--- src/rtl/data_memory_arbiter.sv ---
`default_nettype none
// ============================================================================
// Module  : data_memory_arbiter
// Brief   : Round-robin share of single-port data memory between core and DMA.
// Revision: 1.0 - initial release
// ============================================================================
module data_memory_arbiter #(
    parameter int DATA_W      = 32,
    parameter int ADDR_W      = 32,
    parameter int MEM_LATENCY = 1
) (
    input  logic              clock,
    input  logic              reset,
    input  logic              req0_valid,
    output logic              req0_ready,
    input  logic              req0_write,
    input  logic [ADDR_W-1:0] req0_addr,
    input  logic [DATA_W-1:0] req0_wdata,
    input  logic              req1_valid,
    output logic              req1_ready,
    input  logic              req1_write,
    input  logic [ADDR_W-1:0] req1_addr,
    input  logic [DATA_W-1:0] req1_wdata,
    output logic              rsp0_valid,
    output logic              rsp1_valid,
    output logic [DATA_W-1:0] rsp_rdata,
    output logic              mem_read_enable,
    output logic              mem_write_enable,
    output logic [ADDR_W-1:0] mem_address,
    output logic [DATA_W-1:0] mem_write_data,
    input  logic [DATA_W-1:0] mem_read_data,
    output logic              busy,
    output logic              grant_id
);

    localparam logic [3:0] c_mem_latency = 4'(MEM_LATENCY);

    typedef enum logic [1:0] {
        S_IDLE   = 2'd0,
        S_ACCESS = 2'd1,
        S_WAIT   = 2'd2,
        S_RESP   = 2'd3
    } state_t;

    state_t              r_state;
    state_t              w_state_next;
    logic                r_last_grant;
    logic                r_port;
    logic                r_write;
    logic [ADDR_W-1:0]   r_addr;
    logic [DATA_W-1:0]   r_wdata;
    logic [3:0]          r_count;
    logic [DATA_W-1:0]   r_rdata;
    logic                w_grant_sel;
    logic                w_accept;
    logic                w_capture;

    // On a tie the port that did not win last time gets the memory.
    always_comb begin
        w_grant_sel = 1'b0;
        if (req0_valid && req1_valid) begin
            w_grant_sel = ~r_last_grant;
        end else if (req1_valid) begin
            w_grant_sel = 1'b1;
        end
    end

    // Ready is qualified by reset so nothing is offered while held in reset.
    assign req0_ready = reset && (r_state == S_IDLE) && req0_valid && !w_grant_sel;
    assign req1_ready = reset && (r_state == S_IDLE) && req1_valid &&  w_grant_sel;
    assign w_accept   = req0_ready || req1_ready;

    assign w_capture = ((r_state == S_ACCESS) && (c_mem_latency == 4'd0)) ||
                       ((r_state == S_WAIT)   && (r_count == 4'd1));

    always_comb begin
        w_state_next = r_state;
        case (r_state)
            S_IDLE:   if (w_accept) w_state_next = S_ACCESS;
            S_ACCESS: w_state_next = (c_mem_latency == 4'd0) ? S_RESP : S_WAIT;
            S_WAIT:   if (r_count == 4'd1) w_state_next = S_RESP;
            S_RESP:   w_state_next = S_IDLE;
            default:  w_state_next = S_IDLE;
        endcase
    end

    always_ff @(posedge clock or negedge reset) begin
        if (!reset) begin
            r_state <= S_IDLE;
        end else begin
            r_state <= w_state_next;
        end
    end

    always_ff @(posedge clock or negedge reset) begin
        if (!reset) begin
            r_last_grant <= 1'b1;
            r_port       <= 1'b0;
            r_write      <= 1'b0;
            r_addr       <= '0;
            r_wdata      <= '0;
            r_count      <= 4'd0;
            r_rdata      <= '0;
        end else begin
            if (w_accept) begin
                r_last_grant <= w_grant_sel;
                r_port       <= w_grant_sel;
                r_write      <= w_grant_sel ? req1_write : req0_write;
                r_addr       <= w_grant_sel ? req1_addr  : req0_addr;
                r_wdata      <= w_grant_sel ? req1_wdata : req0_wdata;
            end
            if (r_state == S_ACCESS) begin
                r_count <= c_mem_latency;
            end else if (r_state == S_WAIT) begin
                r_count <= r_count - 4'd1;
            end
            if (w_capture) begin
                r_rdata <= r_write ? '0 : mem_read_data;
            end
        end
    end

    assign mem_read_enable  = (r_state == S_ACCESS) && !r_write;
    assign mem_write_enable = (r_state == S_ACCESS) &&  r_write;
    assign mem_address      = r_addr;
    assign mem_write_data   = r_wdata;
    assign rsp0_valid       = (r_state == S_RESP) && !r_port;
    assign rsp1_valid       = (r_state == S_RESP) &&  r_port;
    assign rsp_rdata        = r_rdata;
    assign busy             = (r_state != S_IDLE);
    assign grant_id         = r_port;

endmodule
`default_nettype wire

--- config.mk ---
export PLATFORM = sky130hd
export DESIGN_NAME = data_memory_arbiter
export DESIGN_NICKNAME = d
export VERILOG_FILES = /design/src/rtl/data_memory_arbiter.sv
export SDC_FILE = /design/constraint.sdc
export NUM_CORES = 1
export LEC_CHECK = 0
export ABC_AREA = 1
export CAP_MARGIN = 20
export CORE_MARGIN = 4
export CORE_UTILIZATION = 44
export CTS_BUF_LIST = sky130_fd_sc_hd__clkbuf_4 sky130_fd_sc_hd__clkbuf_8
export CTS_CLUSTER_SIZE = 14
export DETAILED_ROUTE_END_ITERATION = 7
export HOLD_SLACK_MARGIN = 0.15
export PLACE_DENSITY = 0.93
export SLEW_MARGIN = 20
export SYNTH_ARGS = -nofsm -noshare
export SYNTH_HDL_FRONTEND = slang
export SYNTH_SLANG_ARGS = --single-unit
--- constraint.sdc ---
create_clock -name clock -period 3.83 [get_ports clock]
set_clock_uncertainty 0.15 [all_clocks]
set_input_delay 0.5745 -clock clock [delete_from_list [all_inputs] [get_ports clock]]
set_output_delay 0.5745 -clock clock [all_outputs]
set_load 0.05 [all_outputs]
==> impl_metrics.env, run 1 <==
export IMPL_clkTransAtPathRegs_ns=0.10
export IMPL_cts_buffers=9
export IMPL_grt_overflow_total=0
export IMPL_hold_viol_final=0
export IMPL_vdd_drop_max_uv=733
export IMPL_worst_setup_path_type="reg -> out"
export IMPL_cts_resized_gates=0
export IMPL_cts_hold_buffers=0
export IMPL_grt_pass1_wl_mm=23.0
export IMPL_met3_wirelength_mm=1.81
export IMPL_arrival_ns=2.41
export IMPL_final_common_cell="clkdlybuf4s50_1"
export IMPL_route_met2_wl_mm=7.71
export IMPL_layout_common_cells="268 x clkdlybuf4s50_1, 118 x nand2_1, 104 x dfrtp_1, 78 x inv_1, 72 x nor2_1"
export IMPL_clk_path_buf_depth=2
export IMPL_antenna_cells=0
export IMPL_muxShareOfSynthArea=0
export IMPL_finalSetupViolCount=0
export IMPL_final_area_um2=8060
export IMPL_yosys_area_share_simple=0.184
export IMPL_syn_inst=631
export IMPL_top_layer="met4"
export IMPL_coreArea_um2=11400
export IMPL_drt_iter0_drc=297
export IMPL_status="complete, no violations"
export IMPL_dp_hpwl_mm=12.0
export IMPL_antenna_found_initial=0
export IMPL_root_buffer="clkbuf_8"
export IMPL_wl_mm=15.3
export IMPL_worst_slew_pin_transition_ns=1.02
export IMPL_syn_area_per_cell_um2=8.10
export IMPL_drv_cap=0
export IMPL_power_density_nw_per_um2=885
export IMPL_ios=270
export IMPL_grt_max_degree=73
export IMPL_maxSlewViolCount=0
export IMPL_die_area_um2=13400
export IMPL_fp_row_count=39
export IMPL_worstPathRequired_ns=3.11
export IMPL_yosysWarnings=0
export IMPL_fin_crit_ns=3.14
export IMPL_syn_nets=804
export IMPL_crit_fanout=5
export IMPL_hold_class="in -> async"
export IMPL_synth_area_um2=5110
export IMPL_n_fill_cell=883
export IMPL_drc=0
export IMPL_cts_tree="yes"
export IMPL_relSlewSlack=0.321
export IMPL_layout_nets=1053
export IMPL_cts_setup_buffers=0
export IMPL_synth_cell_types=22
export IMPL_synthAdderAreaFrac=0.0171
export IMPL_synth_seq_cells=105
export IMPL_end_kind="output pin"
export IMPL_setup_tns_ns=0
export IMPL_drive_above_1_share=0.0712
export IMPL_die_x_um=116
export IMPL_synth_compound_area_frac=0.184
export IMPL_drt_wirelength_per_cell_um=14.9
export IMPL_grtUsageTotal=0.219
export IMPL_p_leak_nw=3.65
export IMPL_start_kind="register"
export IMPL_finalCritPeriodShare=0.819
export IMPL_vias_per_cell=4.84
export IMPL_gp_congestion=0.775
export IMPL_max_freq_ghz=0.319
export IMPL_first_pass_iters=4
export IMPL_h_tree_depth=3
export IMPL_grt_pass1_vias=4783
export IMPL_yosys_area_share_xor_xnor=0
export IMPL_postRouteAntennaNets=0
export IMPL_route_layer_met1_wl_mm=5.53
export IMPL_reg2reg_depth=9
export IMPL_yosysSeqAreaShare=0.514
export IMPL_placed_area_um2=7870
export IMPL_initial_utilization=0.448
export IMPL_via_count=4978
export IMPL_rsz0062_at_grt="false"
export IMPL_area_delta_synth_final_pct=57.6
export IMPL_clock_sinks=105
export IMPL_clock_latency_ns=0.35
export IMPL_die_height_um=116
export IMPL_io_buffers=269
export IMPL_synth_top_family_by_area="compound AO/OA/AOI/OAI gates"
==> metrics by stage <==
stage          hold slack [ns]  cells  power [W]   util  setup WS (ns)
2_1_floorplan            0.129    631    0.00493      -           1.44
3_3_place_gp             0.316   1012    0.00638  0.688          0.911
3_5_place_dp             0.320   1012    0.00651  0.689          0.874
4_1_cts                  0.190   1028    0.00720  0.706          0.663
5_1_grt                  0.210   1028    0.00756  0.706          0.523
6_report                 0.180   1028    0.00714  0.706          0.694
==> critical path, cell delays in order (launching register included) <==
cell and delay, ns:
dfrtp_1 0.43, inv_1 0.12, ha_1 0.21, nand2_1 0.08
inv_2 0.07, nand2_1 0.14, a21oi_1 0.17, clkdlybuf4s50_1 0.83
==> kinds of logic (layout without fill, tap and decap cells) <==
group,after synthesis,in the layout
compound gates,166,166
fa+ha+maj,7,7
buf+inv,119,373
flops,105,105
simple gates,234,234
==> final cells by class <==
| type | instances | area, um^2 | area share |
|---|---|---|---|
| clock inverters | 5 | 56.3 | 0.00699 |
| clock buffers | 11 | 139 | 0.0172 |
| inverters | 79 | 297 | 0.0368 |
| flip-flops and latches | 105 | 2630 | 0.326 |
| multi-input cells | 407 | 1990 | 0.247 |
| repair buffers | 278 | 2770 | 0.344 |
| well taps | 143 | 179 | 0.0222 |
==> worst paths after layout <==
kind                              start              end  slack [ns]
setup / recovery             r_state[0]       req0_ready        0.69
hold / removal                    reset       r_count[3]        0.18
setup reg to reg             r_state[0]   mem_address[6]        1.52
hold reg to reg            r_last_grant     r_last_grant        0.33
max in group asynchronous         reset  mem_address[17]        2.15
min in group clock         r_last_grant     r_last_grant        0.33
==> cells in the mapped netlist (all sizes together) <==
library cell | count | area, um^2
nand3 | 38 | 195
or2 | 1 | 6.26
clkbuf | 10 | 37.5
dfrtp | 104 | 2600
nor3 | 1 | 5.00
o21ai | 99 | 495
nand2 | 120 | 453
dfstp | 1 | 26.3
ha | 7 | 87.6
and3 | 1 | 6.26
buf | 30 | 178
inv | 79 | 297
nor2 | 73 | 277
a21oi | 67 | 448
==> per-layer routing <==
layer	vias to the layer above	GRT usage
met4	0	0.0603
met1	2258	0.237
li1	2500	-
met2	203	0.394
met3	17	0.0888
met5	-	0
==> flip-flops by register name (all words and copies together), names as in the netlist <==
signal,flops
grant_id,1
r_state,2
r_count,4
mem_address,32
rsp_rdata,32
r_last_grant,1
mem_write_data,32
r_write,1
==> report_power, final <==
group / total [W] / switching (W) / internal [W]
logic: 0.00451 / 0.00304 / 0.00147
clock network: 0.000684 / 0.000368 / 0.000317
registers: 0.00194 / 0.000294 / 0.00165
(Power assumes the default switching activity.)
==> run 2, diff against run 1 <==
--- a/config.mk
+++ b/config.mk
@@ -8,12 +8,12 @@
 export ABC_AREA = 1
 export CAP_MARGIN = 20
 export CORE_MARGIN = 4
-export CORE_UTILIZATION = 44
+export CORE_UTILIZATION = 37
 export CTS_BUF_LIST = sky130_fd_sc_hd__clkbuf_4 sky130_fd_sc_hd__clkbuf_8
 export CTS_CLUSTER_SIZE = 14
 export DETAILED_ROUTE_END_ITERATION = 7
 export HOLD_SLACK_MARGIN = 0.15
-export PLACE_DENSITY = 0.93
+export PLACE_DENSITY = 0.84
 export SLEW_MARGIN = 20
 export SYNTH_ARGS = -nofsm -noshare
 export SYNTH_HDL_FRONTEND = slang
==> constraint.sdc (replaced) <==
create_clock -name clock -period 2.6 [get_ports clock]
set_clock_uncertainty 0.15 [all_clocks]
set_input_delay 0.39 -clock clock [delete_from_list [all_inputs] [get_ports clock]]
set_output_delay 0.39 -clock clock [all_outputs]
set_load 0.05 [all_outputs]
==> run 2 against run 1 <==
Power increased by 51%. Sequential power increased by 46%. Count of clock-buffer cells in the layout decreased by 1. Sequential share of layout area decreased by 0.72 points. Non-clock buffer count increased by 4.
==> impl_metrics.env, run 2 (synthesized netlist as in run 1, its figures left out) <==
export IMPL_status="complete, no violations"
export IMPL_vias_per_cell=4.63
export IMPL_finalSetupViolCount=0
export IMPL_rsz0062_at_grt="false"
export IMPL_clock_sinks=105
export IMPL_cts_tree="yes"
export IMPL_vdd_drop_max_uv=625
export IMPL_gp_congestion=0.825
export IMPL_crit_fanout=4
export IMPL_layout_area_seq_um2=2630
export IMPL_clock_latency_ns=0.37
export IMPL_cts_buffers=9
export IMPL_coreArea_um2=13400
export IMPL_maxSlewViolCount=0
export IMPL_drt_iter0_drc=264
export IMPL_h_tree_depth=3
export IMPL_grt_max_degree=54
export IMPL_hold_class="reg -> reg"
export IMPL_start_kind="register"
export IMPL_clkTransAtPathRegs_ns=0.09
export IMPL_antenna_cells=0
export IMPL_die_area_um2=15800
export IMPL_relSlewSlack=0.551
export IMPL_fin_crit_ns=2.54
export IMPL_wl_mm=15.0
export IMPL_via_count=4931
export IMPL_finalPower_w=0.0108
export IMPL_power_density_nw_per_um2=1310
export IMPL_fp_row_count=42
export IMPL_io_buffers=269
export IMPL_grt_pass1_vias=4736
export IMPL_grtUsageTotal=0.190
export IMPL_grt_pass1_wl_mm=24.0
export IMPL_drc=0
export IMPL_ios=270
export IMPL_hold_viol_final=0
export IMPL_initial_utilization=0.382
export IMPL_worst_slew_pin_transition_ns=0.674
export IMPL_dp_hpwl_mm=11.8
export IMPL_grt_overflow_total=0
export IMPL_final_common_cell="clkdlybuf4s50_1"
export IMPL_drive_above_1_share=0.0776
export IMPL_worst_setup_path_type="reg -> out"
export IMPL_arrival_ns=2.00
export IMPL_layout_common_cells="264 x clkdlybuf4s50_1, 118 x nand2_1, 104 x dfrtp_1, 78 x inv_1, 72 x nor2_1"
export IMPL_drt_wirelength_per_cell_um=14.1
export IMPL_layout_nets=1057
export IMPL_antenna_found_initial=0
export IMPL_setup_tns_ns=0
export IMPL_drv_cap=0
export IMPL_worstPathRequired_ns=2.06
export IMPL_clk_path_buf_depth=2
export IMPL_multiInputGateArea_um2=1990
export IMPL_postRouteAntennaNets=0
export IMPL_finalCritPeriodShare=0.976
export IMPL_die_x_um=126
export IMPL_max_freq_ghz=0.394
export IMPL_n_fill_cell=1137
export IMPL_area_delta_synth_final_pct=61.2
export IMPL_die_height_um=126
export IMPL_root_buffer="clkbuf_8"
export IMPL_p_leak_nw=3.72
export IMPL_first_pass_iters=4
export IMPL_end_kind="output pin"
-- run 2: worst paths after layout --
path / cells past startpoint / slack, ns / endpoint / startpoint
max: 4 / 0.06 / busy / r_state[0]
min in group asynchronous: 3 / 0.61 / grant_id / reset
min reg2reg: 2 / 0.32 / r_last_grant / r_last_grant
max reg2reg: 9 / 0.56 / mem_address[15] / r_state[0]
min: 2 / 0.32 / r_last_grant / r_last_grant
max in group asynchronous: 3 / 1.22 / mem_write_data[4] / reset
-- run 2: power breakdown --
group / total, W / switching (W) / leakage (nW) / internal, W
combinational: 0.00670 / 0.00448 / 2.41 / 0.00222
clock: 0.00122 / 0.000555 / 0.126 / 0.000661
sequential: 0.00284 / 0.000417 / 1.19 / 0.00243
total: 0.0108 / 0.00545 / 3.72 / 0.00531
-- run 2: through the flow --
| step | util | instances | hold WS (ns) | instance area, um^2 | setup slack (ns) |
|---|---|---|---|---|---|
| 2_1_floorplan | - | 631 | -0.0556 | 5110 | 0.395 |
| 3_3_place_gp | 0.596 | 1048 | 0.305 | 7990 | 0.446 |
| 3_5_place_dp | 0.596 | 1048 | 0.309 | 7990 | 0.399 |
| 4_1_cts | 0.615 | 1065 | 0.323 | 8240 | 0.0489 |
| 5_1_grt | 0.615 | 1065 | 0.350 | 8240 | 0.00917 |
| 6_report | 0.615 | 1065 | 0.323 | 8240 | 0.0617 |
-- run 2: metal layers --
layer | GRT usage | vias up | share of wire
met3 | 0.0823 | 21 | 0.11
met4 | 0.0663 | 0 | 0.019
met5 | 0 | - | 0
li1 | - | 2511 | -
met1 | 0.219 | 2203 | 0.39
met2 | 0.316 | 196 | 0.49
-- run 2: what timing repair did --
action	CTS	global route
endpoints found under the hold margin	104	0
gates resized for setup	1	0
setup endpoints to repair	1	0
hold buffers	1	0
setup buffers	0	0
-- run 2: area by class of cell --
cell class	instances	share of cell area
repair buffers	282	0.348
flip-flops and latches	105	0.319
multi-input cells	407	0.241
inverters	79	0.0360
well taps	176	0.0267
clock buffers	10	0.0167
clock inverters	6	0.0128
-- run 2: worst max-delay path, stage by stage, from the launching register on --
cell	delay (ns)
dfrtp_1	0.42
inv_1	0.10
ha_1	0.24
inv_1	0.06
clkdlybuf4s50_1	0.81
==> run 3, diff against run 2 <==
--- a/config.mk
+++ b/config.mk
@@ -5,11 +5,11 @@
 export SDC_FILE = /design/constraint.sdc
 export NUM_CORES = 1
 export LEC_CHECK = 0
-export ABC_AREA = 1
 export CAP_MARGIN = 20
 export CORE_MARGIN = 4
-export CORE_UTILIZATION = 37
+export CORE_UTILIZATION = 36
 export CTS_BUF_LIST = sky130_fd_sc_hd__clkbuf_4 sky130_fd_sc_hd__clkbuf_8
+export CTS_CLUSTER_DIAMETER = 30
 export CTS_CLUSTER_SIZE = 14
 export DETAILED_ROUTE_END_ITERATION = 7
 export HOLD_SLACK_MARGIN = 0.15
==> run 3 against run 2 <==
First-iteration DRC count decreased by 9.5%. Worst hold slack worse by 0.030 ns. Sequential power is essentially flat. Core utilization is 1.7 points lower. Maximum frequency grew 3.0%. Critical path depth fell by 1. Synthesized area fell by 5.1%. Worst setup slack better by 0.074 ns. Power fell by 7.3%. Combinational power down 8.5%.
==> impl_metrics.env, run 3 <==
export IMPL_seqPwrFrac=0.287
export IMPL_status="complete, no violations"
export IMPL_die_height_um=124
export IMPL_finalSetupViolCount=0
export IMPL_grt_pass1_vias=4445
export IMPL_postRouteAntennaNets=0
export IMPL_clkTransAtPathRegs_ns=0.10
export IMPL_switching_power_w=0.00499
export IMPL_synth_area_leader_cell="dfrtp_1"
export IMPL_vias_per_cell=4.77
export IMPL_synth_edf_count=0
export IMPL_clock_sinks=105
export IMPL_synth_cell_types=31
export IMPL_die_area_um2=15400
export IMPL_final_common_cell="clkdlybuf4s50_1"
export IMPL_wl_mm=15.1
export IMPL_gp_congestion=0.789
export IMPL_worst_slew_pin_transition_ns=0.662
export IMPL_synth_main_ff_cell="dfrtp_1"
export IMPL_initial_utilization=0.366
export IMPL_power_density_nw_per_um2=1260
export IMPL_syn_inst=479
export IMPL_worstPathRequired_ns=2.06
export IMPL_finalCritPeriodShare=0.948
export IMPL_drv_cap=0
export IMPL_grt_pass1_wl_mm=22.5
export IMPL_netSwitchingFraction=0.500
export IMPL_cts_tree="yes"
export IMPL_hold_class="in -> async"
export IMPL_numPlacedInstances=903
export IMPL_root_buffer="clkbuf_8"
export IMPL_via_count=4384
export IMPL_synthTopCellsByArea="dfrtp_1 54%, mux2i_1 14%, nand2_1 7.9%, o21ai_0 7.4%, nand2b_1 4.1%"
export IMPL_coreArea_um2=13200
export IMPL_layout_area_seq_um2=2630
export IMPL_relSlewSlack=0.559
export IMPL_layout_nets=912
export IMPL_end_kind="output pin"
export IMPL_synth_top_cell_area_share=0.536
export IMPL_grt_overflow_total=0
export IMPL_maxSlewViolCount=0
export IMPL_drive_above_1_share=0.0511
export IMPL_clk_path_buf_depth=2
export IMPL_grtUsageTotal=0.188
export IMPL_yosysWarnings=0
export IMPL_rsz0062_at_grt="false"
export IMPL_yosysSeqAreaShare=0.542
export IMPL_syn_nets=652
export IMPL_synth_area_um2=4850
export IMPL_synth_most_common_cell="dfrtp_1"
export IMPL_crit_fanout=4
export IMPL_fin_crit_ns=2.46
export IMPL_antenna_cells=0
export IMPL_reg2reg_depth=5
export IMPL_die_x_um=124
export IMPL_arrival_ns=1.92
export IMPL_p_int_w=0.00499
export IMPL_async_flop_share=1.00
export IMPL_power_share_clock=0.098
export IMPL_cts_setup_buffers=0
export IMPL_layout_common_cells="263 x clkdlybuf4s50_1, 104 x dfrtp_1, 102 x nand2_1, 72 x o21ai_0, 66 x mux2i_1"
export IMPL_vdd_drop_max_uv=849
export IMPL_combPwrFrac=0.615
export IMPL_cts_buffers=9
export IMPL_finalPower_w=0.00997
export IMPL_grt_max_degree=97
export IMPL_first_pass_iters=6
export IMPL_reg2reg_setup_slack_ns=0.60
export IMPL_r2r_end="mem_address[16]"
export IMPL_hold_viol_final=0
export IMPL_ios=270
export IMPL_n_fill_cell=1106
export IMPL_synth_common_cells="104 x dfrtp_1, 102 x nand2_1, 72 x o21ai_0, 66 x mux2i_1, 32 x nand2b_1"
export IMPL_synth_seq_cells=105
export IMPL_dp_hpwl_mm=11.7
export IMPL_setup_tns_ns=0
export IMPL_drc=0
export IMPL_start_kind="register"
export IMPL_multiInputGateArea_um2=2020
export IMPL_worst_setup_path_type="reg -> out"
export IMPL_crit_start="r_state[0]"
export IMPL_antenna_found_initial=0
export IMPL_io_buffers=269
export IMPL_stdcell_count=920
export IMPL_worstReg2RegStart="r_last_grant"
export IMPL_clock_latency_ns=0.37
export IMPL_p_leak_nw=3.61
export IMPL_drt_wirelength_per_cell_um=16.4
export IMPL_drt_iter0_drc=239
export IMPL_syn_area_per_cell_um2=10.1
export IMPL_fp_row_count=42
export IMPL_area_delta_synth_final_pct=63.3
export IMPL_h_tree_depth=3
export IMPL_max_freq_ghz=0.406
run 3: changes by cell type after synthesis, moves of 37 or more:
cell / change
inv_1: -71
nor2_1: -67
mux2i_1: +66
o21ai_0: +39
o21ai_1: -38
a21oi_1: -37
run 3: kinds of logic after synthesis:
| family | Yosys count | share of synthesized area |
|---|---|---|
| simple gates | 152 | 0.142 |
| mux | 67 | 0.139 |
| flops | 105 | 0.542 |
| compound gates | 108 | 0.116 |
| fa+ha+maj | 7 | 0.0181 |
| buf+inv | 40 | 0.0438 |
run 3: final cells by class:
type	count	area share
Clock inverter	2	0.00158
Multi-Input combinational cell	334	0.255
Sequential cell	105	0.332
Inverter	7	0.00332
Tap cell	176	0.0278
Clock buffer	14	0.0219
Timing Repair Buffer	282	0.359
run 3: worst max path at each step:
stage	slack [ns]	to
after floorplan	0.30	req0_ready
after global placement	0.33	mem_address[19]
after detailed placement	0.20	mem_address[16]
after CTS	0.09	rsp0_valid
after global routing	0.03	rsp0_valid
final	0.14	rsp0_valid
run 3: through the flow:
| step | util | hold WS, ns | setup slack (ns) | cell area [um^2] |
|---|---|---|---|---|
| floorplan | - | -0.0556 | 0.298 | 4850 |
| global placement | 0.584 | 0.100 | 0.333 | 7730 |
| detailed placement | 0.584 | 0.104 | 0.204 | 7730 |
| CTS | 0.598 | 0.263 | 0.0926 | 7920 |
| global route | 0.598 | 0.276 | 0.0288 | 7920 |
| finish | 0.598 | 0.293 | 0.136 | 7920 |
run 3: critical path, cell delays in order, from the launching register on:
cell and delay, ns:
dfrtp_1 0.41, ha_1 0.19, nor2b_1 0.14, clkdlybuf4s50_1 0.82
run 3: timing repair:
action,CTS,global route
hold endpoints to repair,14,0
hold buffers,1,0
gates resized for setup,1,0
endpoints found under the setup margin,1,0
run 3: power groups by stage:
stage / combinational, W / clock (W) / sequential, W
after floorplan: 0.00150 / 0 / 0.00531
after global placement: 0.00606 / 0 / 0.00285
after detailed placement: 0.00618 / 0 / 0.00290
after CTS: 0.00619 / 0.00101 / 0.00287
after global routing: 0.00649 / 0.00108 / 0.00298
final: 0.00613 / 0.000979 / 0.00286
run 3: layer usage:
metal / routed length (um) / up-vias / share of wire / track usage
li1: - / 2124 / - / -
met1: 6000 / 2074 / 0.40 / 0.232
met2: 7600 / 157 / 0.50 / 0.314
met3: 1060 / 29 / 0.071 / 0.0468
met4: 395 / 0 / 0.026 / 0.0760
met5: 0 / - / 0 / 0
